`src/rtl/iir_zero_mac.sv`:
```
`default_nettype none
// ---------------------------------------------------------------------------
// iir_zero_mac: IIR zero section, b0*x[n] + b1*x[n-1] + b2*x[n-2] on one
// shared 12x12 multiplier over three cycles.  Revision: 1.0
// ---------------------------------------------------------------------------
module iir_zero_mac #(
  parameter logic signed [11:0] B0 = 12'sd25,
  parameter logic signed [11:0] B1 = 12'sd49,
  parameter logic signed [11:0] B2 = 12'sd25
) (
  input  logic        clk,
  input  logic        rst_n,
  input  logic [11:0] Xin,
  input  logic        din_valid,
  output logic        din_ready,
  output logic [25:0] Xout,
  output logic        dout_valid,
  output logic        overrun
);

  typedef enum logic [1:0] {IDLE = 2'd0, M0 = 2'd1, M1 = 2'd2, M2 = 2'd3} state_t;

  state_t             state;
  state_t             state_nxt;
  logic signed [11:0] x0, x1, x2;
  logic signed [25:0] acc;
  logic signed [11:0] mul_a, mul_b;
  logic signed [23:0] prod;
  logic signed [25:0] prod_ext;

  assign din_ready = (state == IDLE);

  always_ff @(posedge clk or posedge rst_n) begin
    if (rst_n) state <= IDLE;
    else       state <= state_nxt;
  end

  always_comb begin
    state_nxt = state;
    case (state)
      IDLE:    if (din_valid) state_nxt = M0;
      M0:      state_nxt = M1;
      M1:      state_nxt = M2;
      M2:      state_nxt = IDLE;
      default: state_nxt = IDLE;
    endcase
  end

  // Operand mux for the shared multiplier; IDLE selection is a don't-care.
  always_comb begin
    mul_a = x0;
    mul_b = B0;
    case (state)
      M1:      begin mul_a = x1; mul_b = B1; end
      M2:      begin mul_a = x2; mul_b = B2; end
      default: begin mul_a = x0; mul_b = B0; end
    endcase
  end

  assign prod     = 24'(mul_a) * 24'(mul_b);
  assign prod_ext = {{2{prod[23]}}, prod};

  always_ff @(posedge clk or posedge rst_n) begin
    if (rst_n) begin
      x0         <= '0;
      x1         <= '0;
      x2         <= '0;
      acc        <= '0;
      Xout       <= '0;
      dout_valid <= 1'b0;
      overrun    <= 1'b0;
    end else begin
      dout_valid <= 1'b0;
      if (din_valid && !din_ready) overrun <= 1'b1;
      case (state)
        IDLE: begin
          if (din_valid) begin
            x2 <= x1;
            x1 <= x0;
            x0 <= $signed(Xin);
          end
        end
        M0: acc <= prod_ext;
        M1: acc <= acc + prod_ext;
        M2: begin
          Xout       <= acc + prod_ext;
          dout_valid <= 1'b1;
        end
        default: ;
      endcase
    end
  end

endmodule
`default_nettype wire

```
`config.mk`:
```
export PLATFORM = sky130hd
export DESIGN_NAME = iir_zero_mac
export DESIGN_NICKNAME = d
export VERILOG_FILES = /design/src/rtl/iir_zero_mac.sv
export SDC_FILE = /design/constraint.sdc
export NUM_CORES = 1
export LEC_CHECK = 0
export ABC_AREA = 1
export ABC_CLOCK_PERIOD_IN_PS = 6600
export BUFFER_PORTS_ARGS = -buffer_cell sky130_fd_sc_hd__clkbuf_2
export CAP_MARGIN = 20
export CORE_ASPECT_RATIO = 1.2
export CORE_MARGIN = 5
export CORE_UTILIZATION = 25
export CTS_BUF_LIST = sky130_fd_sc_hd__clkbuf_2
export DETAILED_ROUTE_END_ITERATION = 6
export GPL_ROUTABILITY_DRIVEN = 0
export PLACE_DENSITY = 0.38
export SYNTH_ARGS = -nofsm -noshare
export SYNTH_HDL_FRONTEND = slang
export SYNTH_SLANG_ARGS = --single-unit
```
`constraint.sdc`:
```
create_clock -name clk -period 6.6 [get_ports clk]
set_input_delay 0.66 -clock clk [delete_from_list [all_inputs] [get_ports clk]]
set_output_delay 0.66 -clock clk [all_outputs]
set_load 0.02 [all_outputs]
```
Word level (Yosys, flattened, before mapping)
Cells that the tools add are included.

Add/subtract/negate cells: 1. Multipliers: 1. Div/mod/pow operators: 0. $lt $le $gt $ge: 0. Eq/ne operators: 4. Shift-type cells: 0. Muxes and demuxes: 6. Bitwise gates (word level): 0. Reduce and logical (&&, ||, !) cells: 5.

Operator list (count): 26-bit case mux with 2 select lines (1); 26-bit by 19-bit adder with 26-bit output (1); 12-bit case mux with 2 select lines (1); 12-bit by 7-bit multiplier with 19-bit output (1); 2-bit case mux with 4 select lines (1); 6-bit two-way mux (1); 2-bit equality test (second input constant) (2); 2-bit by 1-bit equality test with 1-bit output (second input constant) (1); 2-bit zero test (1); 2-bit two-way mux (1); 2-bit != test (second input constant) (1); 2-bit AND reduction (1); 2-bit nonzero test (1); 1-bit logical AND (1); 1-bit zero test (1); 1-bit two-way mux (1).

Bits in registers: 92. Latch bits: 0. Bits in writable memories: 0. ROM bits: 0. Input bits: 15. Word-level logic and storage cells: 25. Memories kept: 0.

Depth between registers and ports, before layout
Gate-level depths: netlist of the first run.

Depth after elaboration: 5. Mapped depth: 39.

Worst setup path after synthesis of the first run
Ideal clock, no wire load.

Path type: reg-to-reg. Start point: register state[0]. End point: register acc[25]. Setup time: 0.077 ns. Arrival time: 5.391 ns. Data required time: 6.523 ns. Setup slack: 1.131 ns. Cell stages (with the launch flop): 35. Cell sequence: dfrtp_1 > inv_1 > ha_1 > buf_6 > inv_2 > nand2_1 > buf_2 > o21ai_0 > a21oi_1 > nor2_1 > ha_1 > fa_1 > ha_1 > inv_1 > fa_1 > inv_1 > ha_1 > nand2_1 > nand2_1 > nand2_1 > nand2_1 > a21oi_1 > nand3_1 > nand2_1 > inv_2 > ha_1 > nand2_1 > nor2_1 > nand2_1 > nor3_1 > nand2_1 > nand3_1 > nand3b_1 > nand3_1 > a21oi_1.

Word-level cells in the longest chain between the ends: 5. Elaborated cells between the ends (all ways): 9. Classes of those cells: add/sub (1); mul (1); eq/ne (3); mux (3); reduce/logical (1).

RTL lines: start, declared (line 23) `state_t state;`; start signal, assigned (line 35) `else state <= state_nxt;`; 2-bit equality test, on equally long branches (line 53, 75); 12-bit case mux with 2 select lines or 6-bit two-way mux (tied branches) (line 53) `case (state)`; 12-bit by 7-bit multiplier with 19-bit output (line 60) `assign prod = 24'(mul_a) * 24'(mul_b);`; 26-bit by 19-bit adder with 26-bit output (line 84) `M1: acc <= acc + prod_ext;`; 26-bit case mux with 2 select lines (line 75) `case (state)`; end signal, assigned (line 83) `M0: acc <= prod_ext;`; end signal, assigned (line 84); end, declared (line 26) `logic signed [25:0] acc;`.

Parallel ways exist; a longest one is shown, timed or not. A chain may end at the register's enable or synchronous reset.

Worst setup path in the final report of the first run
Start point: register state[0]. End point: register acc[17].

The elaborated chain is that of the path after synthesis.

==> results by group, run 1 <==
Clock network
  – Worst-path clk slew: 0.30 ns
  – Clock buffer depth: 2
  – Clk Tree Root Cell: clkbuf_2
  – Num CTS Buffers: 9
  – Clk_lat worst skew: 0.64 ns
  – Postcts setup bufs: 0
  – CTS tree: yes
  – CTS Sinks: 92
  – H-Tree Depth: 3

Floorplan
  – Row count: 68
  – Die Y: 197 um
  – Die width: 165 um
  – Core Area: 28700 sq um
  – Die ar.: 32500 sq um
  – I/O pin cnt: 44
  – Initial core utilization: 25.3%

Yosys
  – Syn_area_per_cell: 7.61 sq um
  – Main synth FF type: dfrtp_1
  – Post-synth top area cell: dfrtp_1
  – Netlist Area Pre-Place: 7250 sq um
  – Post-synth top area share: between 30% and 40%
  – #FFs+latches synth: 92
  – Synth Net Count: 1066
  – Cells after Synth: ~950
  – Count of different cell masters after synthesis: slightly above 40
  – Number of synthesized flops with an enable pin: 0
  – Synth top area cells: dfrtp_1 32%, ha_1 13%, nand2_1 12%, fa_1 6.4%, inv_1 6.1%
  – Seq/Total Area, Yosys: 31.8%
  – Async SR Flop Fraction: 100%
  – Ys Warns: 0

Finish
  – Commonest non-fill, non-tap cell in the layout: nand2_1
  – Fillers: between 3000 and 4000
  – Share of cells above drive strength 1: 11.9%
  – Most frequent cells in the layout: 237 x nand2_1, 117 x inv_1, 92 x dfrtp_1, 81 x nor2_1, 73 x ha_1
  – Seq. cell area: roughly 2300 sq um
  – Multi-input gate area: 4420 sq um
  – Final nets: between 1000 and 1500
  – Syn-to-layout area delta: 12.0%

Timing
  – Final-report max-slew violation count: 0
  – Final hold violation count: 0
  – Worst slew pin tran: 0.903 ns
  – RSZ-0062 raised after global routing: no
  – Worst rel slew slack: 39.8%
  – Post-Route Skew: around 0.042 ns
  – Part of the cycle the worst path needs: 91.6%
  – Minimum clock period: 6.05 ns
  – Final setup vio count: 0
  – Setup TNS: 0 ns
  – Fmax: 165 MHz

Critical path
  – Critical Path RT: 7.19 ns
  – Crit path kind: register to register
  – Critical path's largest stage delay: 0.52 ns
  – Max FO, Critical Path: 12
  – Crit path DAT: 6.63 ns
  – Worst Setup Start Kind: register
  – CP max stage cell: fa_1
  – Most frequent CP cell: inv_1
  – CP Capture Type: register

Global route
  – Largest net degree at the start of global routing: 66
  – GRT Overall Usage: 12.9%
  – First-pass GRT wire length: 33100 um
  – Antenna violations before repair: 2
  – Total gr overflow: 0
  – Vias in the first global route: 6286

Status
  – Status: complete, no violations

Route
  – Drt first pass iters: 5
  – Drt wl/cell: 14.5 um
  – Vias: 6150
  – Post-Route WL: 20100 um
  – Iteration-0 DRC Markers: 284
  – DR vias/cell: 4.44
  – Routed Antenna Nets: 0
  – Residual DRC: 0

Min path
  – Tightest Hold Check Type: input port to register

Placed design
  – DP HPWL: 15900 um
  – Port Buf Inserts: 43

Flow run
  – MaxCap Viol Count: 0
## Yosys cell counts (12+ instances only)
library cell,number
a21oi_1,75
clkbuf_1,24
dfrtp_1,92
fa_1,23
ha_1,75
inv_1,118
nand2_1,239
nand3_1,56
nand4_1,12
nor2_1,81
o21ai_0,62
xor2_1,17
## critical path: cells and delay by family, from the launching register on
family | cells | cell delay [ns]
adder cells (fa/ha/maj) | 7 | 2.50
AND/OR/NAND/NOR | 12 | 1.15
AO/OA/AOI/OAI | 5 | 0.85
buffers and inverters | 9 | 0.56
XOR/XNOR | 2 | 0.46
flip-flops | 1 | 0.45
## final timing paths
path	cells after the start	endpoint	from	slack, ns
setup / recovery	35	acc[17]$_DFFE_PP0P_	state[0]$_DFFE_PP0P_	0.55
hold / removal	3	overrun$_DFFE_PP0P_	din_valid	0.22
setup reg to reg	35	acc[17]$_DFFE_PP0P_	state[0]$_DFFE_PP0P_	0.55
hold reg to reg	2	Xout[23]$_DFFE_PP0N_	Xout[23]$_DFFE_PP0N_	0.51
max in group asynchronous	4	x0[6]$_DFFE_PP0P_	rst_n	4.87
min in group asynchronous	3	dout_valid$_DFF_PP0_	rst_n	0.48
## repair_timing
| action | CTS | global route |
|---|---|---|
| gates resized for setup | 0 | 11 |
| endpoints found under the hold margin | 27 | 0 |
| endpoints found under the setup margin | 0 | 23 |
| hold buffers | 1 | 0 |
## layer usage
layer | routed length (um) | vias to the layer above | global-route usage (%)
li1 | - | 3172 | -
met1 | 9480 | 2888 | 17.0
met2 | 9650 | 72 | 21.7
met3 | 551 | 18 | 1.99
met4 | 412 | 0 | 3.94
met5 | 0 | - | 0
## stage by stage
stage	setup slack, ns	utilization, %	instances	instance area, sq um	hold WS (ns)
2_1_floorplan	1.13	-	953	7250	0.453
3_3_place_gp	0.244	27.6	1365	7920	0.464
5_1_grt	0.0118	28.3	1384	8120	0.140
4_1_cts	0.199	28.1	1382	8070	0.126
3_5_place_dp	0.240	27.6	1365	7920	0.465
6_report	0.554	28.3	1384	8120	0.221
## state kept, by name, summed over array words and instances, names as in the netlist
signal	count
acc	26
overrun	1
Xout	26
dout_valid	1
state	2
x0	12
x2	12
x1	12
## final cells by class
class / instances / share of cell area [%]
diodes: 2 / 0.0616
clock buffers: 10 / 0.616
repair buffers: 56 / 3.88
well taps: 385 / 5.93
clock inverters: 6 / 1.08
inverters: 120 / 5.58
flip-flops and latches: 92 / 28.4
multi-input cells: 713 / 54.5
## cells by family (layout without fill, tap and decap cells)
family          after synthesis  in the layout  synth area share (%)
compound gates              170            170                  12.9
xor+xnor                     22             22                  2.66
fa+ha+maj                    98             98                  19.3
buf+inv                     148            192                  7.89
flops                        92             92                  31.8
mux                          10             10                  1.55
other cells                   0              2                     0
simple gates                413            413                  23.9
Power of run 1 is not shown: default switching activity piles up to over one toggle a cycle in this logic, so the estimate is an artifact.
==> run 2: changes to the inputs <==
ABC_CLOCK_PERIOD_IN_PS = 6800   (was 6600)
clock period = 6.8 ns   (was 6.6 ns; I/O delays follow)
==> run 2 against run 1 <==
Effect of this change:
- final area decreased by 0.88%
- setup slack improved by 0.031 ns
- clock-buffer cell count increased by 1
- non-clock buffer count decreased by 3
- first-iteration DRC count decreased by 7.4%
- critical path depth decreased by 8
- routed wire length decreased by 0.35%
- via count decreased by 1.1%
- critical path type unchanged
==> results by group, run 2 (same netlist as run 1, synthesis figures left out) <==
Route
  – Vias: 6082 (-1.1%)
  – Iteration-0 DRC Markers: 263 (-7.4%)
  – Drt first pass iters: 5 (unchanged)
  – Routed Antenna Nets: 0 (unchanged)
  – Post-Route WL: 20000 um (-0.35%)
  – Drt wl/cell: 14.5 um (-0.21%)
  – DR vias/cell: 4.40 (-0.96%)
  – Residual DRC: 0 (unchanged)

Floorplan
  – Die width: 165 um (unchanged)
  – Die ar.: 32500 sq um (unchanged)
  – Core Area: 28700 sq um (unchanged)
  – Initial core utilization: 25.3% (unchanged)
  – Die Y: 197 um (unchanged)
  – Row count: 68 (unchanged)
  – I/O pin cnt: 44 (unchanged)

Critical path
  – R2R cell count: 27 (-23%)
  – Critical Path RT: 7.36 ns (+0.17 ns)
  – R2R Path End: acc[14]$_DFFE_PP0P_
  – Reg2reg setup slack: 0.58 ns (+0.03 ns)
  – Crit path kind: register to register
  – CP Capture Type: register
  – Crit path DAT: 6.78 ns (+0.15 ns)
  – Worst Setup Start Kind: register
  – RR Startpoint: state[0]$_DFFE_PP0P_
  – Max FO, Critical Path: 12 (unchanged)

Clock network
  – Num CTS Buffers: 9 (unchanged)
  – Clk Tree Root Cell: clkbuf_2
  – Postcts setup bufs: 0 (unchanged)
  – H-Tree Depth: 3 (unchanged)
  – Clk_lat worst skew: 0.68 ns (+0.04 ns)
  – Worst-path clk slew: 0.29 ns (about the same)
  – CTS Sinks: 92 (unchanged)
  – CTS tree: yes
  – Clock buffer depth: 2 (unchanged)

Timing
  – Post-Route Skew: 0.0623 ns (+0.0206 ns)
  – Fmax: 161 MHz (-2.7%)
  – Worst slew pin tran: 0.845 ns (-0.0577 ns)
  – Setup TNS: 0 ns (unchanged)
  – RSZ-0062 raised after global routing: no
  – Worst Hold Margin: 0.232 ns (+0.0117 ns)
  – Worst rel slew slack: 43.6% (+3.8 points)
  – Setup WS post-layout: 0.585 ns (+0.0311 ns)
  – Minimum clock period: 6.22 ns (+0.169 ns)
  – Part of the cycle the worst path needs: 91.4% (-0.21 points)
  – Final hold violation count: 0 (unchanged)
  – Final-report max-slew violation count: 0 (unchanged)
  – Final setup vio count: 0 (unchanged)

Finish
  – Most frequent cells in the layout: 237 x nand2_1, 117 x inv_1, 92 x dfrtp_1, 81 x nor2_1, 75 x a21oi_1
  – Post-route insts no fill: 1382 (-0.14%)
  – Syn-to-layout area delta: 11.0%
  – Fillers: 3248 (+0.31%)
  – Top flop regs: Xout x26, acc x26
  – Share of cells above drive strength 1: 10.9% (-1.1 points)
  – Final nets: 1102 (-0.27%)
  – Commonest non-fill, non-tap cell in the layout: nand2_1

Min path
  – Tightest Hold Check Type: input port to register
  – Hold Path End: overrun$_DFFE_PP0P_
  – Hold_sp: din_valid
  – WHS Path Cells: 3 (unchanged)

Placed design
  – Pre-CTS setup slack: 0.340 ns (+0.101 ns)
  – Port Buf Inserts: 43 (unchanged)
  – DP Cell Count: 1362 (-0.22%)
  – DP HPWL: 15700 um (-1.1%)

Global route
  – First-pass GRT wire length: 33600 um (+1.5%)
  – GR Layer Usage met1: 17.3% (+0.29 points)
  – Global routing usage on met2: 22.1% (+0.32 points)
  – Antenna violations before repair: 2 (unchanged)
  – M3 GR Usage: 1.86% (-0.13 points)
  – Gr busiest metal: met2
  – GRT Overall Usage: 13.0% (+0.11 points)
  – Total gr overflow: 0 (unchanged)
  – Largest net degree at the start of global routing: 63 (-4.5%)
  – Vias in the first global route: 6310 (+0.38%)

Flow run
  – MaxCap Viol Count: 0 (unchanged)

Status
  – Status: complete, no violations
## run 2: changes by cell type in the layout (fill, tap and decap cells not counted), moves of 2 or more
cell and delta:
clkinvlp_4 +3, buf_4 -4, clkinv_2 -2, a21oi_2 -5
a21oi_1 +5
## run 2: repair_timing
item,in CTS,in global routing
setup endpoints to repair,0,12
hold buffers,1,0
endpoints found under the hold margin,35,0
resized for setup,0,3
## run 2: per-stage QoR
| stage | cell area [sq um] | util, % |
|---|---|---|
| after detailed placement | 7900 | 27.6 |
| after CTS | 8030 | 28.0 |
| after global placement | 7900 | 27.6 |
| after floorplan | 7250 | - |
| after global routing | 8050 | 28.1 |
| final | 8050 | 28.1 |
## run 2: per-layer routing
layer	up-vias	wire length [um]	share of wire [%]
met3	26	515	2.6
li1	3177	-	-
met2	70	9560	48
met1	2809	9570	48
met5	-	0	0
met4	0	375	1.9
## run 2: how the worst max path moves through the flow
| stage | endpoint | cells past startpoint | from | slack, ns |
|---|---|---|---|---|
| 2_1_floorplan | acc[25]$_DFFE_PP0P_ | 34 | state[0]$_DFFE_PP0P_ | 1.33 |
| 3_3_place_gp | acc[17]$_DFFE_PP0P_ | 33 | state[0]$_DFFE_PP0P_ | 0.34 |
| 3_5_place_dp | acc[17]$_DFFE_PP0P_ | 33 | state[0]$_DFFE_PP0P_ | 0.34 |
| 4_1_cts | acc[17]$_DFFE_PP0P_ | 33 | state[0]$_DFFE_PP0P_ | 0.30 |
| 5_1_grt | acc[17]$_DFFE_PP0P_ | 35 | state[0]$_DFFE_PP0P_ | 0.01 |
| 6_report | acc[14]$_DFFE_PP0P_ | 27 | state[0]$_DFFE_PP0P_ | 0.58 |
## run 2: final cells by class
cell class | instances | area [sq um] | area share, %
well taps | 385 | 482 | 5.99
flip-flops and latches | 92 | 2300 | 28.6
inverters | 120 | 453 | 5.63
repair buffers | 53 | 297 | 3.68
clock inverters | 5 | 61.3 | 0.762
clock buffers | 11 | 55.1 | 0.684
multi-input cells | 713 | 4390 | 54.6
diodes | 3 | 7.51 | 0.0933
## run 2: critical path: stages, from the launching register on
cell and delay [ns]:
dfrtp_1 0.45, inv_1 0.12, ha_2 0.21, inv_2 0.04, nand2_2 0.17, o21ai_0 0.11
a21oi_1 0.38, nor2_1 0.09, ha_1 0.31, fa_1 0.49, ha_1 0.29, inv_1 0.05
fa_1 0.49, inv_1 0.04, ha_1 0.34, nand2_1 0.12, nor2_1 0.24, nand3_1 0.22
a31o_2 0.31, nand2_1 0.07, ha_1 0.28, a21oi_1 0.30, o21ai_0 0.13, a21oi_1 0.21
nand2_1 0.12, or2_2 0.30, a21oi_1 0.13, o21ai_0 0.09
Power of run 2 is left out for the same reason.
